### src/rtl/pwd_lock_ctrl_if.sv
// Keypad-side bundle for the password lock: digit/cancel/mode strobes in,
// entry display, status flags and trial count out.
interface pwd_lock_ctrl_if #(
    parameter int DIGITS     = 3,
    parameter int DIGIT_W    = 4,
    parameter int MAX_TRIALS = 3
);
    localparam int EW  = DIGITS * DIGIT_W;
    localparam int CW  = $clog2(DIGITS + 1);
    localparam int TRW = $clog2(MAX_TRIALS + 1);

    logic [DIGIT_W-1:0] data_in;
    logic               digit_valid;
    logic               mode;
    logic               cancel;
    logic [EW-1:0]      entry;
    logic [CW-1:0]      digit_count;
    logic               unlock;
    logic               locked;
    logic               fail;
    logic               set_done;
    logic [TRW-1:0]     trials_left;

    modport master (
        output data_in, digit_valid, mode, cancel,
        input  entry, digit_count, unlock, locked, fail, set_done, trials_left
    );

    modport slave (
        input  data_in, digit_valid, mode, cancel,
        output entry, digit_count, unlock, locked, fail, set_done, trials_left
    );
endinterface

### src/rtl/pwd_lock_ctrl.sv
// Password lock FSM: collects DIGITS keypad digits, checks them against the
// stored password, tracks failed trials with a timed lockout, and re-keys from OPEN.
module pwd_lock_ctrl #(
    parameter int DIGITS      = 3,
    parameter int DIGIT_W     = 4,
    parameter int MAX_TRIALS  = 3,
    parameter int LOCK_CYCLES = 16,
    parameter int OPEN_CYCLES = 8,
    parameter logic [DIGITS*DIGIT_W-1:0] RESET_PWD = '0
) (
    input logic            clock_t,
    input logic            reset_test,
    pwd_lock_ctrl_if.slave bus
);
    localparam int EW   = DIGITS * DIGIT_W;
    localparam int CW   = $clog2(DIGITS + 1);
    localparam int TRW  = $clog2(MAX_TRIALS + 1);
    localparam int TMAX = (OPEN_CYCLES > LOCK_CYCLES) ? OPEN_CYCLES : LOCK_CYCLES;
    localparam int TW   = $clog2(TMAX + 1);

    localparam logic [CW-1:0]  LAST_IDX   = CW'(DIGITS - 1);
    localparam logic [TRW-1:0] TRIALS_MAX = TRW'(MAX_TRIALS);
    localparam logic [TW-1:0]  OPEN_LOAD  = TW'(OPEN_CYCLES);
    localparam logic [TW-1:0]  LOCK_LOAD  = TW'(LOCK_CYCLES);

    typedef enum logic [1:0] {
        ENTRY,
        EVAL,
        OPEN,
        LOCKOUT
    } state_t;

    state_t           state_q, state_d;
    logic [EW-1:0]    stored_q, stored_d;
    logic [EW-1:0]    entry_q, entry_d;
    logic [CW-1:0]    count_q, count_d;
    logic [TRW-1:0]   trials_q, trials_d;
    logic [TW-1:0]    timer_q, timer_d;
    logic             unlock_q, unlock_d;
    logic             locked_q, locked_d;
    logic             fail_q, fail_d;
    logic             set_done_q, set_done_d;

    logic [EW+DIGIT_W-1:0] shift_wide;
    logic [EW-1:0]         entry_shift;
    logic                  last_digit;

    // Open and lockout never overlap, so one down-counter serves both timers.
    always_comb begin
        shift_wide  = {entry_q, bus.data_in};
        entry_shift = shift_wide[EW-1:0];
        last_digit  = (count_q == LAST_IDX);

        state_d    = state_q;
        stored_d   = stored_q;
        entry_d    = entry_q;
        count_d    = count_q;
        trials_d   = trials_q;
        timer_d    = timer_q;
        unlock_d   = unlock_q;
        locked_d   = locked_q;
        fail_d     = 1'b0;
        set_done_d = 1'b0;

        case (state_q)
            ENTRY: begin
                if (bus.cancel) begin
                    entry_d = '0;
                    count_d = '0;
                end else if (bus.digit_valid) begin
                    entry_d = entry_shift;
                    count_d = count_q + 1'b1;
                    if (last_digit) state_d = EVAL;
                end
            end
            EVAL: begin
                entry_d = '0;
                count_d = '0;
                if (entry_q == stored_q) begin
                    state_d  = OPEN;
                    unlock_d = 1'b1;
                    trials_d = TRIALS_MAX;
                    timer_d  = OPEN_LOAD;
                end else begin
                    fail_d = 1'b1;
                    if (trials_q <= TRW'(1)) begin
                        trials_d = '0;
                        state_d  = LOCKOUT;
                        locked_d = 1'b1;
                        timer_d  = LOCK_LOAD;
                    end else begin
                        trials_d = trials_q - 1'b1;
                        state_d  = ENTRY;
                    end
                end
            end
            OPEN: begin
                if (bus.cancel) begin
                    state_d  = ENTRY;
                    unlock_d = 1'b0;
                    entry_d  = '0;
                    count_d  = '0;
                    timer_d  = '0;
                end else if (bus.digit_valid && bus.mode) begin
                    if (last_digit) begin
                        stored_d   = entry_shift;
                        set_done_d = 1'b1;
                        state_d    = ENTRY;
                        unlock_d   = 1'b0;
                        entry_d    = '0;
                        count_d    = '0;
                        timer_d    = '0;
                    end else begin
                        entry_d = entry_shift;
                        count_d = count_q + 1'b1;
                        timer_d = OPEN_LOAD;
                    end
                end else if (timer_q <= TW'(1)) begin
                    // A half-typed new password is discarded on timeout.
                    state_d  = ENTRY;
                    unlock_d = 1'b0;
                    entry_d  = '0;
                    count_d  = '0;
                    timer_d  = '0;
                end else begin
                    timer_d = timer_q - 1'b1;
                end
            end
            LOCKOUT: begin
                if (timer_q <= TW'(1)) begin
                    state_d  = ENTRY;
                    locked_d = 1'b0;
                    trials_d = TRIALS_MAX;
                    timer_d  = '0;
                end else begin
                    timer_d = timer_q - 1'b1;
                end
            end
            default: state_d = ENTRY;
        endcase
    end

    always_ff @(posedge clock_t or negedge reset_test) begin
        if (!reset_test) begin
            state_q    <= ENTRY;
            stored_q   <= RESET_PWD;
            entry_q    <= '0;
            count_q    <= '0;
            trials_q   <= TRIALS_MAX;
            timer_q    <= '0;
            unlock_q   <= 1'b0;
            locked_q   <= 1'b0;
            fail_q     <= 1'b0;
            set_done_q <= 1'b0;
        end else begin
            state_q    <= state_d;
            stored_q   <= stored_d;
            entry_q    <= entry_d;
            count_q    <= count_d;
            trials_q   <= trials_d;
            timer_q    <= timer_d;
            unlock_q   <= unlock_d;
            locked_q   <= locked_d;
            fail_q     <= fail_d;
            set_done_q <= set_done_d;
        end
    end

    assign bus.entry       = entry_q;
    assign bus.digit_count = count_q;
    assign bus.unlock      = unlock_q;
    assign bus.locked      = locked_q;
    assign bus.fail        = fail_q;
    assign bus.set_done    = set_done_q;
    assign bus.trials_left = trials_q;
endmodule

### src/flat_wrapper.sv
// flat-port wrapper written by rule: the top's interface ports become plain ports
module pwd_lock_ctrl_flat 
#(
    parameter int DIGITS      = 3,
    parameter int DIGIT_W     = 4,
    parameter int MAX_TRIALS  = 3,
    parameter int LOCK_CYCLES = 16,
    parameter int OPEN_CYCLES = 8,
    parameter logic [DIGITS*DIGIT_W-1:0] RESET_PWD = '0
)
  (clock_t, reset_test, bus_data_in, bus_digit_valid, bus_mode, bus_cancel, bus_entry, bus_digit_count, bus_unlock, bus_locked, bus_fail, bus_set_done, bus_trials_left);
  pwd_lock_ctrl_if #(.DIGITS(DIGITS), .DIGIT_W(DIGIT_W), .MAX_TRIALS(MAX_TRIALS)) bus_i ();
  input logic clock_t;
  input logic reset_test;
  input wire logic [$bits(bus_i.data_in)-1:0] bus_data_in;
  input wire logic [$bits(bus_i.digit_valid)-1:0] bus_digit_valid;
  input wire logic [$bits(bus_i.mode)-1:0] bus_mode;
  input wire logic [$bits(bus_i.cancel)-1:0] bus_cancel;
  output wire logic [$bits(bus_i.entry)-1:0] bus_entry;
  output wire logic [$bits(bus_i.digit_count)-1:0] bus_digit_count;
  output wire logic [$bits(bus_i.unlock)-1:0] bus_unlock;
  output wire logic [$bits(bus_i.locked)-1:0] bus_locked;
  output wire logic [$bits(bus_i.fail)-1:0] bus_fail;
  output wire logic [$bits(bus_i.set_done)-1:0] bus_set_done;
  output wire logic [$bits(bus_i.trials_left)-1:0] bus_trials_left;
  assign bus_i.data_in = bus_data_in;
  assign bus_i.digit_valid = bus_digit_valid;
  assign bus_i.mode = bus_mode;
  assign bus_i.cancel = bus_cancel;
  assign bus_entry = bus_i.entry;
  assign bus_digit_count = bus_i.digit_count;
  assign bus_unlock = bus_i.unlock;
  assign bus_locked = bus_i.locked;
  assign bus_fail = bus_i.fail;
  assign bus_set_done = bus_i.set_done;
  assign bus_trials_left = bus_i.trials_left;
  pwd_lock_ctrl #(.DIGITS(DIGITS), .DIGIT_W(DIGIT_W), .MAX_TRIALS(MAX_TRIALS), .LOCK_CYCLES(LOCK_CYCLES), .OPEN_CYCLES(OPEN_CYCLES), .RESET_PWD(RESET_PWD)) u_core (.clock_t(clock_t), .reset_test(reset_test), .bus(bus_i));
endmodule
### config.mk
export PLATFORM = sky130hd
export DESIGN_NAME = pwd_lock_ctrl_flat
export DESIGN_NICKNAME = d
export VERILOG_FILES = /design/src/rtl/pwd_lock_ctrl_if.sv /design/src/rtl/pwd_lock_ctrl.sv /design/src/flat_wrapper.sv
export SDC_FILE = /design/constraint.sdc
export NUM_CORES = 1
export LEC_CHECK = 0
export CORE_AREA = 2 2 95 97
export DETAILED_ROUTE_END_ITERATION = 8
export DIE_AREA = 0 0 97 99
export PLACE_DENSITY_LB_ADDON = 0.15
export RECOVER_POWER = 100
export SYNTH_ARGS = -nofsm -noshare
export SYNTH_HDL_FRONTEND = slang
export SYNTH_SLANG_ARGS = --single-unit
### constraint.sdc
create_clock -name clock_t -period 2.8 [get_ports clock_t]
set_clock_uncertainty 0.1 [all_clocks]
set_input_delay 0.28 -clock clock_t [delete_from_list [all_inputs] [get_ports clock_t]]
set_output_delay 0.28 -clock clock_t [all_outputs]
set_load 0.005 [all_outputs]
Yosys cells after proc, flatten, opt, wreduce, memory -nomap -nowiden:

Cells that the tools add are included.

* input bits: 9
* bits in registers: 39
* output and inout bits: 20

* bitwise operators: 1
* $lt $le $gt $ge: 2
* mux-type cells: 50
* equal/unequal tests: 16
* reduce and logical (&&, ||, !) cells: 13
* add/sub/neg operators: 3

Operator list (count)
* 12-bit two-way mux: 6
* 2-bit two-way mux: 18
* 12-bit one-hot mux with 3 select lines: 1
* 5-bit two-way mux: 5
* 4-bit AND reduction: 4
* 5-bit one-hot mux with 3 select lines: 1
* 1-bit two-way mux: 13
* 12-bit == test: 1
* 2-bit by 1-bit != test with 1-bit output (second input constant): 4
* 2-bit one-hot mux with 4 select lines: 1
* 2-bit == test (second input constant): 3
* 2-bit != test (second input constant): 3
* 2-bit one-hot mux with 3 select lines: 1
* 3-bit nonzero test: 2
* 5-bit by 1-bit less-or-equal comparator with 1-bit output (second input constant): 1
* 5-bit by 1-bit subtractor with 5-bit output (second input constant): 1
* 4-bit two-way mux: 1
* 4-bit by 2-bit != test with 1-bit output (second input constant): 1
* 4-bit by 3-bit != test with 1-bit output (second input constant): 1
* 1-bit one-hot mux with 2 select lines: 2
* 2-bit one-hot mux with 2 select lines: 1
* 2-bit AND reduction: 2
* 2-bit nonzero test: 2
* 3-bit by 1-bit != test with 1-bit output (second input constant): 1
* other kinds (9): 9

Logic depth before layout (Yosys ltp):

Gate-level depths: netlist of the first run.

* depth in word-level cells: 5
* mapped depth: 9

Worst setup path after synthesis of the first run:

No wires, ideal clock.

* kind: flip-flop to flip-flop
* start point: register u_core.state_q[0]
* end point: register u_core.unlock_q, in the netlist u_core.bus.unlock
* data arrival time: 1799 ps
* setup slack: 773 ps
* library setup time: 128 ps
* cell stages (with the launch flop): 7
* clock period less this slack: 2027 ps
* cells stage by stage: dfrtp_1 inv_1 ha_1 and4b_1 and2b_1 a2111oi_4 mux2_1

* longest elaborated chain between the ends: 3
* elaborated cells between the ends (all ways): 8
* classes of those cells: 5 x eq/ne; 1 x mux; 2 x reduce/logical

Ends and longest elaborated chain
* start, declared: RTL line pwd_lock_ctrl.sv:33 `state_t state_q, state_d;`
* start signal, assigned: RTL line pwd_lock_ctrl.sv:156 `state_q <= state_d;`
* 2-bit == test or 2-bit by 1-bit == test with 1-bit output (tied branches): RTL line pwd_lock_ctrl.sv:65 `case (state_q)`
* 4-bit by 2-bit != test with 1-bit output (no source line) (tied with other cells)
* 4-bit AND reduction (no source line)
* end signal, assigned: RTL line pwd_lock_ctrl.sv:162 `unlock_q <= unlock_d;`
* end, declared: RTL line pwd_lock_ctrl.sv:39 `logic unlock_q, unlock_d;`

Parallel ways exist; a longest one is shown, timed or not.
A chain may end at the register's enable or synchronous reset.

Worst setup path in the final report of the first run:

Same ends and word-level chain as after synthesis.

==> results.rst, run 1 <==
.. list-table::
   :header-rows: 1

   * - Metric
     - Value
   * - Most Crowded Layer GR
     - met2
   * - Failing checks
     - capacitance limit, slew limit
   * - Final Cell Area
     - 2530 um^2
   * - Crit path kind
     - flip-flop to flip-flop
   * - Maximum VDD drop
     - 0.000279 V
   * - Number of H-tree levels
     - 2
   * - Drt total wl
     - 4.48 mm
   * - Achievable frequency
     - 424 MHz
   * - Via count of the first global-routing pass
     - 1520
   * - Detailed-route DRC error count
     - 0
   * - Max-slew headroom at the worst pin
     - -45.2%
   * - Data arrival time of the worst path
     - 2440 ps
   * - Final setup viols
     - 0
   * - Port Buf Inserts
     - 28
   * - Met2 track demand over resource
     - 16.4%
   * - Count of hold buffers inserted by post-cts repair
     - 0
   * - Number of synthesized flops with an enable pin
     - 0
   * - Row count
     - 34
   * - Clock sink total
     - 39
   * - Initial detailed-routing violation count
     - 20
   * - Required time of the critical path
     - 2880 ps
   * - Number of pins with negative max-slew slack in the final report
     - 40
   * - Initial antenna violation count
     - 0
   * - Clock tree from TritonCTS
     - done
   * - Die area
     - 9600 um^2
   * - Effective utilization at floorplan
     - 24.3%
   * - Top library cells by usage in the layout, fill and taps aside
     - sky130_fd_sc_hd__dfrtp_1, sky130_fd_sc_hd__dlygate4sd3_1, sky130_fd_sc_hd__xor2_1, sky130_fd_sc_hd__mux2_2
   * - I/O pins
     - 29
   * - Number of antenna cells inserted
     - 0
   * - Wire length per cell after detailed routing
     - 14.2 um
   * - Ys Warns
     - 0
   * - Overall Global Routing Usage
     - 10.3%
   * - Most common cell after layout, fill and taps aside
     - sky130_fd_sc_hd__dfrtp_1
   * - Layout overhead on the synthesized area
     - 21.7%
   * - Mean area per synthesized cell
     - 11.9 um^2
   * - Die span in x
     - 97 um
   * - Setup TNS Final
     - 0 ps
   * - Synthesized area
     - 2080 um^2
   * - Proportion of netlist area held by the largest area contributor
     - 44.6%
   * - Cells taking the most area after synthesis
     - sky130_fd_sc_hd__dfrtp_1, sky130_fd_sc_hd__mux2_2, sky130_fd_sc_hd__ha_1
   * - HPWL reported at the end of detailed placement
     - 3.08 mm
   * - Syn Inst Count
     - 175
   * - Seq/Total Area, Yosys
     - 47.1%
   * - Maximum clock insertion buffer count
     - 2
   * - Met3 layer usage reported by global route
     - 2.70%
   * - Share of async-settable or async-resettable flops after synthesis
     - 100%
   * - First-pass detailed-route iteration total
     - 4
   * - Total core area
     - 8550 um^2
   * - P_leak
     - 0.00122 uW
   * - Fill count
     - 903
   * - Adder-cell area share of the yosys netlist
     - 6.02%
   * - Die H
     - 99 um
   * - Kind of launch point of the worst setup path
     - flip-flop
   * - Share of synthesized cell area in and, or, nand and nor gates
     - 11.2%
   * - Post-synthesis sequential element count
     - 39
   * - Worst Hold Slack
     - 390 ps
   * - Final global-route overflow total
     - 0
   * - Worst hold-check path type
     - flip-flop to flip-flop
   * - GRT met1 Usage
     - 13.7%
   * - Number of buffers inserted during clock tree synthesis
     - 5
   * - Post-synthesis share of cell area spent on xor and xnor gates
     - 5.90%
   * - Largest family of logic cells by synthesized area
     - compound AO/OA/AOI/OAI gates
   * - Post-cts resize count
     - 0
   * - Fraction of the mapped netlist area in compound gates
     - 18.2%
   * - Insertion delay of the later-clocked pin in the worst-skew pair
     - 290 ps
   * - DP Area
     - 2480 um^2
   * - Pwr dens
     - 1030 nW/um^2
   * - Remaining antenna violation count after routing
     - 0
   * - Share of cell area taken by muxes after synthesis
     - 8.13%
   * - Number of unique standard cell types used by synthesis
     - 46
   * - Vias per inst
     - 4.62
   * - Cell type contributing the most total cell area after synthesis
     - sky130_fd_sc_hd__dfrtp_1
   * - Root buf cell
     - sky130_fd_sc_hd__clkbuf_8
   * - Clock-pin slew on the worst setup and hold paths
     - 80 ps
   * - Crit end category
     - flip-flop
   * - Total vias in the final route
     - 1459
   * - Final critical delay including setup and external delays
     - 2360 ps
   * - Placer congestion estimate
     - 0.697
   * - Ys flop type
     - sky130_fd_sc_hd__dfrtp_1
   * - First-pass GRT wire length
     - 7.85 mm
   * - Final cycle utilization of the critical path
     - 84.3%
   * - Run status
     - finished with violations
   * - Actual slew at the worst max-slew pin
     - 2180 ps
   * - Total nets after synthesis
     - 194
   * - Max Fanout on Critical Path
     - 5
   * - Nets@finish
     - 227
   * - Count of max-cap constraint violations
     - 1
   * - Largest net degree at the start of global routing
     - 40
   * - Final number of hold-violating endpoints
     - 0
   * - Post-CTS Setup Repair Bufs
     - 0
   * - Setup repair after global routing missed its margin
     - false
   * - Share of cells above drive strength 1
     - 15.4%
-- final timing paths --
path	start	endpoint	slack (ps)	cells past startpoint
worst min register to register	u_core.bus.unlock$_DFFE_PN0P_	u_core.bus.unlock$_DFFE_PN0P_	390	1
worst max-delay path	u_core.state_q[0]$_DFFE_PN0P_	u_core.bus.unlock$_DFFE_PN0P_	440	6
min in group asynchronous	reset_test	u_core.bus.locked$_DFFE_PN0P_	520	1
max in group asynchronous	reset_test	u_core.stored_q[7]$_DFFE_PN0P_	840	1
worst max register to register	u_core.state_q[0]$_DFFE_PN0P_	u_core.bus.unlock$_DFFE_PN0P_	440	6
worst min-delay path	u_core.bus.unlock$_DFFE_PN0P_	u_core.bus.unlock$_DFFE_PN0P_	390	1
-- cells in the mapped netlist, drive strengths merged (4+ instances only) --
cell    n
a21oi   8
ha     10
o21ai  10
nand2   4
buf     5
inv    11
mux2   15
a22o   13
dfrtp  37
xor2   13
nor2   13
-- through the flow --
step                utilization, %  worst slack, ps  power [uW]  instances
floorplan                        -              773        1890        175
global placement              29.0              538        2340        309
detailed placement            29.0              496        2340        309
CTS                           30.0              579        2740        316
global route                  29.6              236        2850        316
finish                        29.6              440        2610        316
-- power by group --
| part | internal, uW | switching (uW) | total, uW | leakage (uW) |
|---|---|---|---|---|
| Sequential | 730 | 176 | 906 | 0.000512 |
| Combinational | 601 | 716 | 1320 | 0.000665 |
| Clock | 171 | 214 | 384 | 0.0000440 |
-- critical path, cell delays in order, from the launching register on --
cell and delay (ps):
sky130_fd_sc_hd__dfrtp_1 410, sky130_fd_sc_hd__inv_1 90, sky130_fd_sc_hd__ha_1 270, sky130_fd_sc_hd__and4b_1 280
sky130_fd_sc_hd__and2b_1 230, sky130_fd_sc_hd__a2111oi_0 500, sky130_fd_sc_hd__mux2_1 370
-- cell type report --
| cell class | instances | area (um^2) | area share, % |
|---|---|---|---|
| Multi-Input combinational cell | 120 | 1000 | 39.5 |
| Sequential cell | 39 | 978 | 38.7 |
| Timing Repair Buffer | 31 | 293 | 11.6 |
| Tap cell | 108 | 135 | 5.34 |
| Clock buffer | 5 | 68.8 | 2.72 |
| Inverter | 11 | 41.3 | 1.63 |
| Clock inverter | 2 | 13.8 | 0.544 |
-- layer usage --
layer  share of wire (%)  wire length [um]  vias up
li1                    -                 -      697
met1                  48              2150      726
met2                  47              2110       28
met3                 3.6               160        8
met4                 1.4                61        0
met5                   0                 0        -
-- flip-flops by register name, indices dropped and copies added (netlist names) --
register / flops
u_core.bus.entry: 12
u_core.stored_q: 12
u_core.timer_q: 5
u_core.bus.digit_count: 2
u_core.bus.trials_left: 2
u_core.state_q: 2
u_core.bus.fail: 1
u_core.bus.locked: 1
u_core.bus.set_done: 1
u_core.bus.unlock: 1
-- cells by family (layout without fill, tap and decap cells) --
logic type | Yosys count | in the layout
xor gates and xnor gates | 14 | 14
DFF | 39 | 39
muxes | 15 | 15
adders and majority gates | 10 | 10
AOI/OAI and AO/OA | 47 | 47
and+or+nand+nor | 34 | 34
buffers and inverters | 16 | 49
Power figures use the tool's default switching activity.
==> run 2: changes to the inputs <==
- clock period: 2.8 -> 2.1 ns (I/O delays scaled with it)
==> run 2 against run 1 <==
The flow now finishes without violations. Worst setup slack worse by 320 ps. Register-to-register slack lost 320 ps. Via count increased by 3.7%. Sequential power rose by 28%. Hold slack better by 4.9 ps. Total power up 54%. Largest power group unchanged.
==> results.rst, run 2 (synthesis gave the netlist of run 1 again) <==
.. list-table::
   :header-rows: 1

   * - Metric
     - Value
   * - Die area
     - 9600 um^2 (unchanged)
   * - Drt total wl
     - 4.59 mm (+2.3%)
   * - Overall Global Routing Usage
     - 10.4% (+0.096 points)
   * - Final setup viols
     - 0 (unchanged)
   * - Final cycle utilization of the critical path
     - 94.4% (+10 points)
   * - Share of cells above drive strength 1
     - 25.4% (+10 points)
   * - Placer congestion estimate
     - 0.705 (+1.2%)
   * - Via count of the first global-routing pass
     - 1553 (+2.2%)
   * - Setup repair after global routing missed its margin
     - false
   * - Actual slew at the worst max-slew pin
     - 1030 ps (-1150 ps)
   * - Setup TNS Final
     - 0 ps (unchanged)
   * - Vias per inst
     - 4.45 (-3.6%)
   * - Port Buf Inserts
     - 28 (unchanged)
   * - HPWL reported at the end of detailed placement
     - 3.27 mm (+6.3%)
   * - Number of pins with negative max-slew slack in the final report
     - 0 (-100%)
   * - Nets@finish
     - 250 (+10%)
   * - Worst R2R End
     - u_core.bus.unlock$_DFFE_PN0P_
   * - Layout Utilization
     - 32.9% (+3.3 points)
   * - Launch instance of the worst register-to-register path
     - u_core.state_q[1]$_DFFE_PN0P_
   * - Number of H-tree levels
     - 2 (unchanged)
   * - Number of buffers inserted during clock tree synthesis
     - 5 (unchanged)
   * - Achievable frequency
     - 504 MHz (+19%)
   * - Root buf cell
     - sky130_fd_sc_hd__clkbuf_8
   * - Crit path kind
     - flip-flop to flip-flop
   * - P_leak
     - 0.00136 uW (+11%)
   * - Worst Hold Slack
     - 395 ps (+4.95 ps)
   * - Reg2Reg Setup Slack
     - 120 ps (-320 ps)
   * - Effective utilization at floorplan
     - 24.3% (unchanged)
   * - Max-slew headroom at the worst pin
     - 31.2% (+76 points)
   * - Worst slack at placement
     - 22.6 ps (-474 ps)
   * - Sw Share
     - 39.0% (-3.4 points)
   * - Initial antenna violation count
     - 0 (unchanged)
   * - Row count
     - 34 (unchanged)
   * - Number of antenna cells inserted
     - 0 (unchanged)
   * - Die H
     - 99 um (unchanged)
   * - Layout overhead on the synthesized area
     - 35.4%
   * - Fin worst setup slack
     - 118 ps (-323 ps)
   * - Post-CTS Setup Repair Bufs
     - 0 (unchanged)
   * - Hold path startpoint
     - u_core.bus.unlock$_DFFE_PN0P_
   * - Die span in x
     - 97 um (unchanged)
   * - First-pass detailed-route iteration total
     - 4 (unchanged)
   * - I/O pins
     - 29 (unchanged)
   * - Maximum clock insertion buffer count
     - 2 (unchanged)
   * - Total core area
     - 8550 um^2 (unchanged)
   * - Initial detailed-routing violation count
     - 67 (+240%)
   * - Final number of hold-violating endpoints
     - 0 (unchanged)
   * - Most common cell after layout, fill and taps aside
     - sky130_fd_sc_hd__dfrtp_1
   * - Count of max-cap constraint violations
     - 0 (-1)
   * - Worst Hold Path EP
     - u_core.bus.unlock$_DFFE_PN0P_
   * - Kind of launch point of the worst setup path
     - flip-flop
   * - Clock tree from TritonCTS
     - done
   * - Clock-pin slew on the worst setup and hold paths
     - 80 ps (about the same)
   * - First-pass GRT wire length
     - 7.89 mm (+0.43%)
   * - Required time of the critical path
     - 2180 ps (-700 ps)
   * - Worst hold-check path type
     - flip-flop to flip-flop
   * - Clock sink total
     - 39 (unchanged)
   * - Wire length per cell after detailed routing
     - 13.5 um (-4.9%)
   * - Max Fanout on Critical Path
     - 5 (unchanged)
   * - Top library cells by usage in the layout, fill and taps aside
     - sky130_fd_sc_hd__dfrtp_1, sky130_fd_sc_hd__buf_4, sky130_fd_sc_hd__dlygate4sd3_1
   * - Total vias in the final route
     - 1513 (+3.7%)
   * - Power Total
     - 4010 uW (+54%)
   * - Maximum VDD drop
     - 0.000517 V (+86%)
   * - P_int
     - 2450 uW (+63%)
   * - Switching power
     - 1570 uW (+42%)
   * - Final critical delay including setup and external delays
     - 1980 ps (-377 ps)
   * - Detailed-route DRC error count
     - 0 (unchanged)
   * - Depth of the worst hold-timing path
     - 1 (unchanged)
   * - Insertion delay of the later-clocked pin in the worst-skew pair
     - 290 ps (about the same)
   * - Run status
     - finished, final reports clean
   * - Worst reg2reg path depth
     - 5 (-1)
   * - Remaining antenna violation count after routing
     - 0 (unchanged)
   * - Pwr dens
     - 1430 nW/um^2 (+38%)
   * - Largest net degree at the start of global routing
     - 40 (unchanged)
   * - Final global-route overflow total
     - 0 (unchanged)
   * - Share of power burned in registers
     - 28.9% (-5.9 points)
   * - Part of the power in combinational logic
     - 54.0% (+3.5 points)
   * - Crit end category
     - flip-flop
   * - Data arrival time of the worst path
     - 2060 ps (-380 ps)
   * - Share of power burned in the clock network
     - 17.1% (+2.4 points)
[run 2: cell types whose count changed in the layout (fill, tap and decap cells not counted), moves of 2 or more]
cell | before | now
sky130_fd_sc_hd__buf_4 | 2 | 19
sky130_fd_sc_hd__a2111oi_4 | 0 | 2
sky130_fd_sc_hd__buf_12 | 0 | 2
sky130_fd_sc_hd__clkdlybuf4s50_1 | 9 | 11
[run 2: through the flow]
stage | area, um^2 | std cells
after global placement | 2670 | 331
after floorplan | 2080 | 175
after detailed placement | 2670 | 331
after CTS | 2800 | 340
after global routing | 2810 | 340
final | 2810 | 340
[run 2: final cells by class]
cell class | instances | area (um^2)
Sequential cell | 39 | 980
Multi-Input combinational cell | 120 | 1050
Fill cell | 858 | 5740
Timing Repair Buffer | 54 | 488
Inverter | 11 | 41.3
Tap cell | 108 | 135
Clock buffer | 6 | 82.6
Clock inverter | 2 | 38.8
[run 2: worst max-delay path by stage]
stage                                                       end  cells after the start                        startpoint
final                             u_core.bus.unlock$_DFFE_PN0P_                      5     u_core.state_q[1]$_DFFE_PN0P_
after global routing      u_core.bus.digit_count[0]$_DFFE_PN0P_                      7     u_core.state_q[0]$_DFFE_PN0P_
after CTS                         u_core.bus.unlock$_DFFE_PN0P_                      5  u_core.bus.entry[10]$_DFFE_PN0P_
after detailed placement          u_core.bus.unlock$_DFFE_PN0P_                      5                        bus_cancel
after global placement            u_core.bus.unlock$_DFFE_PN0P_                      5                        bus_cancel
after floorplan                   u_core.bus.unlock$_DFFE_PN0P_                      6     u_core.state_q[0]$_DFFE_PN0P_
[run 2: per-layer routing]
layer	up-vias	track usage, %	part of all wire, %
li1	745	-	-
met1	740	14.1	50
met2	26	16.2	46
met3	2	3.33	3.0
met4	0	2.93	0.63
met5	-	0	0
[run 2: critical path, stage by stage, from the launching register on]
cell and delay, ps:
sky130_fd_sc_hd__dfrtp_1 440, sky130_fd_sc_hd__ha_1 240, sky130_fd_sc_hd__and4b_1 220, sky130_fd_sc_hd__and2b_1 210, sky130_fd_sc_hd__a2111oi_4 330, sky130_fd_sc_hd__mux2_1 340
[run 2: timing repair]
| action | in CTS | in global routing |
|---|---|---|
| setup endpoints to repair | 0 | 5 |
| hold endpoints to repair | 37 | 0 |
| gates resized for setup | 0 | 3 |
| hold buffers | 1 | 0 |
[run 2: power by group through the flow]
stage                     Combinational (uW)  Sequential [uW]  Clock, uW
after floorplan                         1340             1190          0
after global placement                  2200             1190          0
after detailed placement                2200             1180          0
after CTS                               2210             1170        714
after global routing                    2430             1210        745
final                                   2170             1160        686
==> run 3: changes to the inputs <==
- CTS_CLUSTER_SIZE: unset -> 40
==> results of run 3 <==
No change in the layout: final DEF, timing and power equal those of run 2.
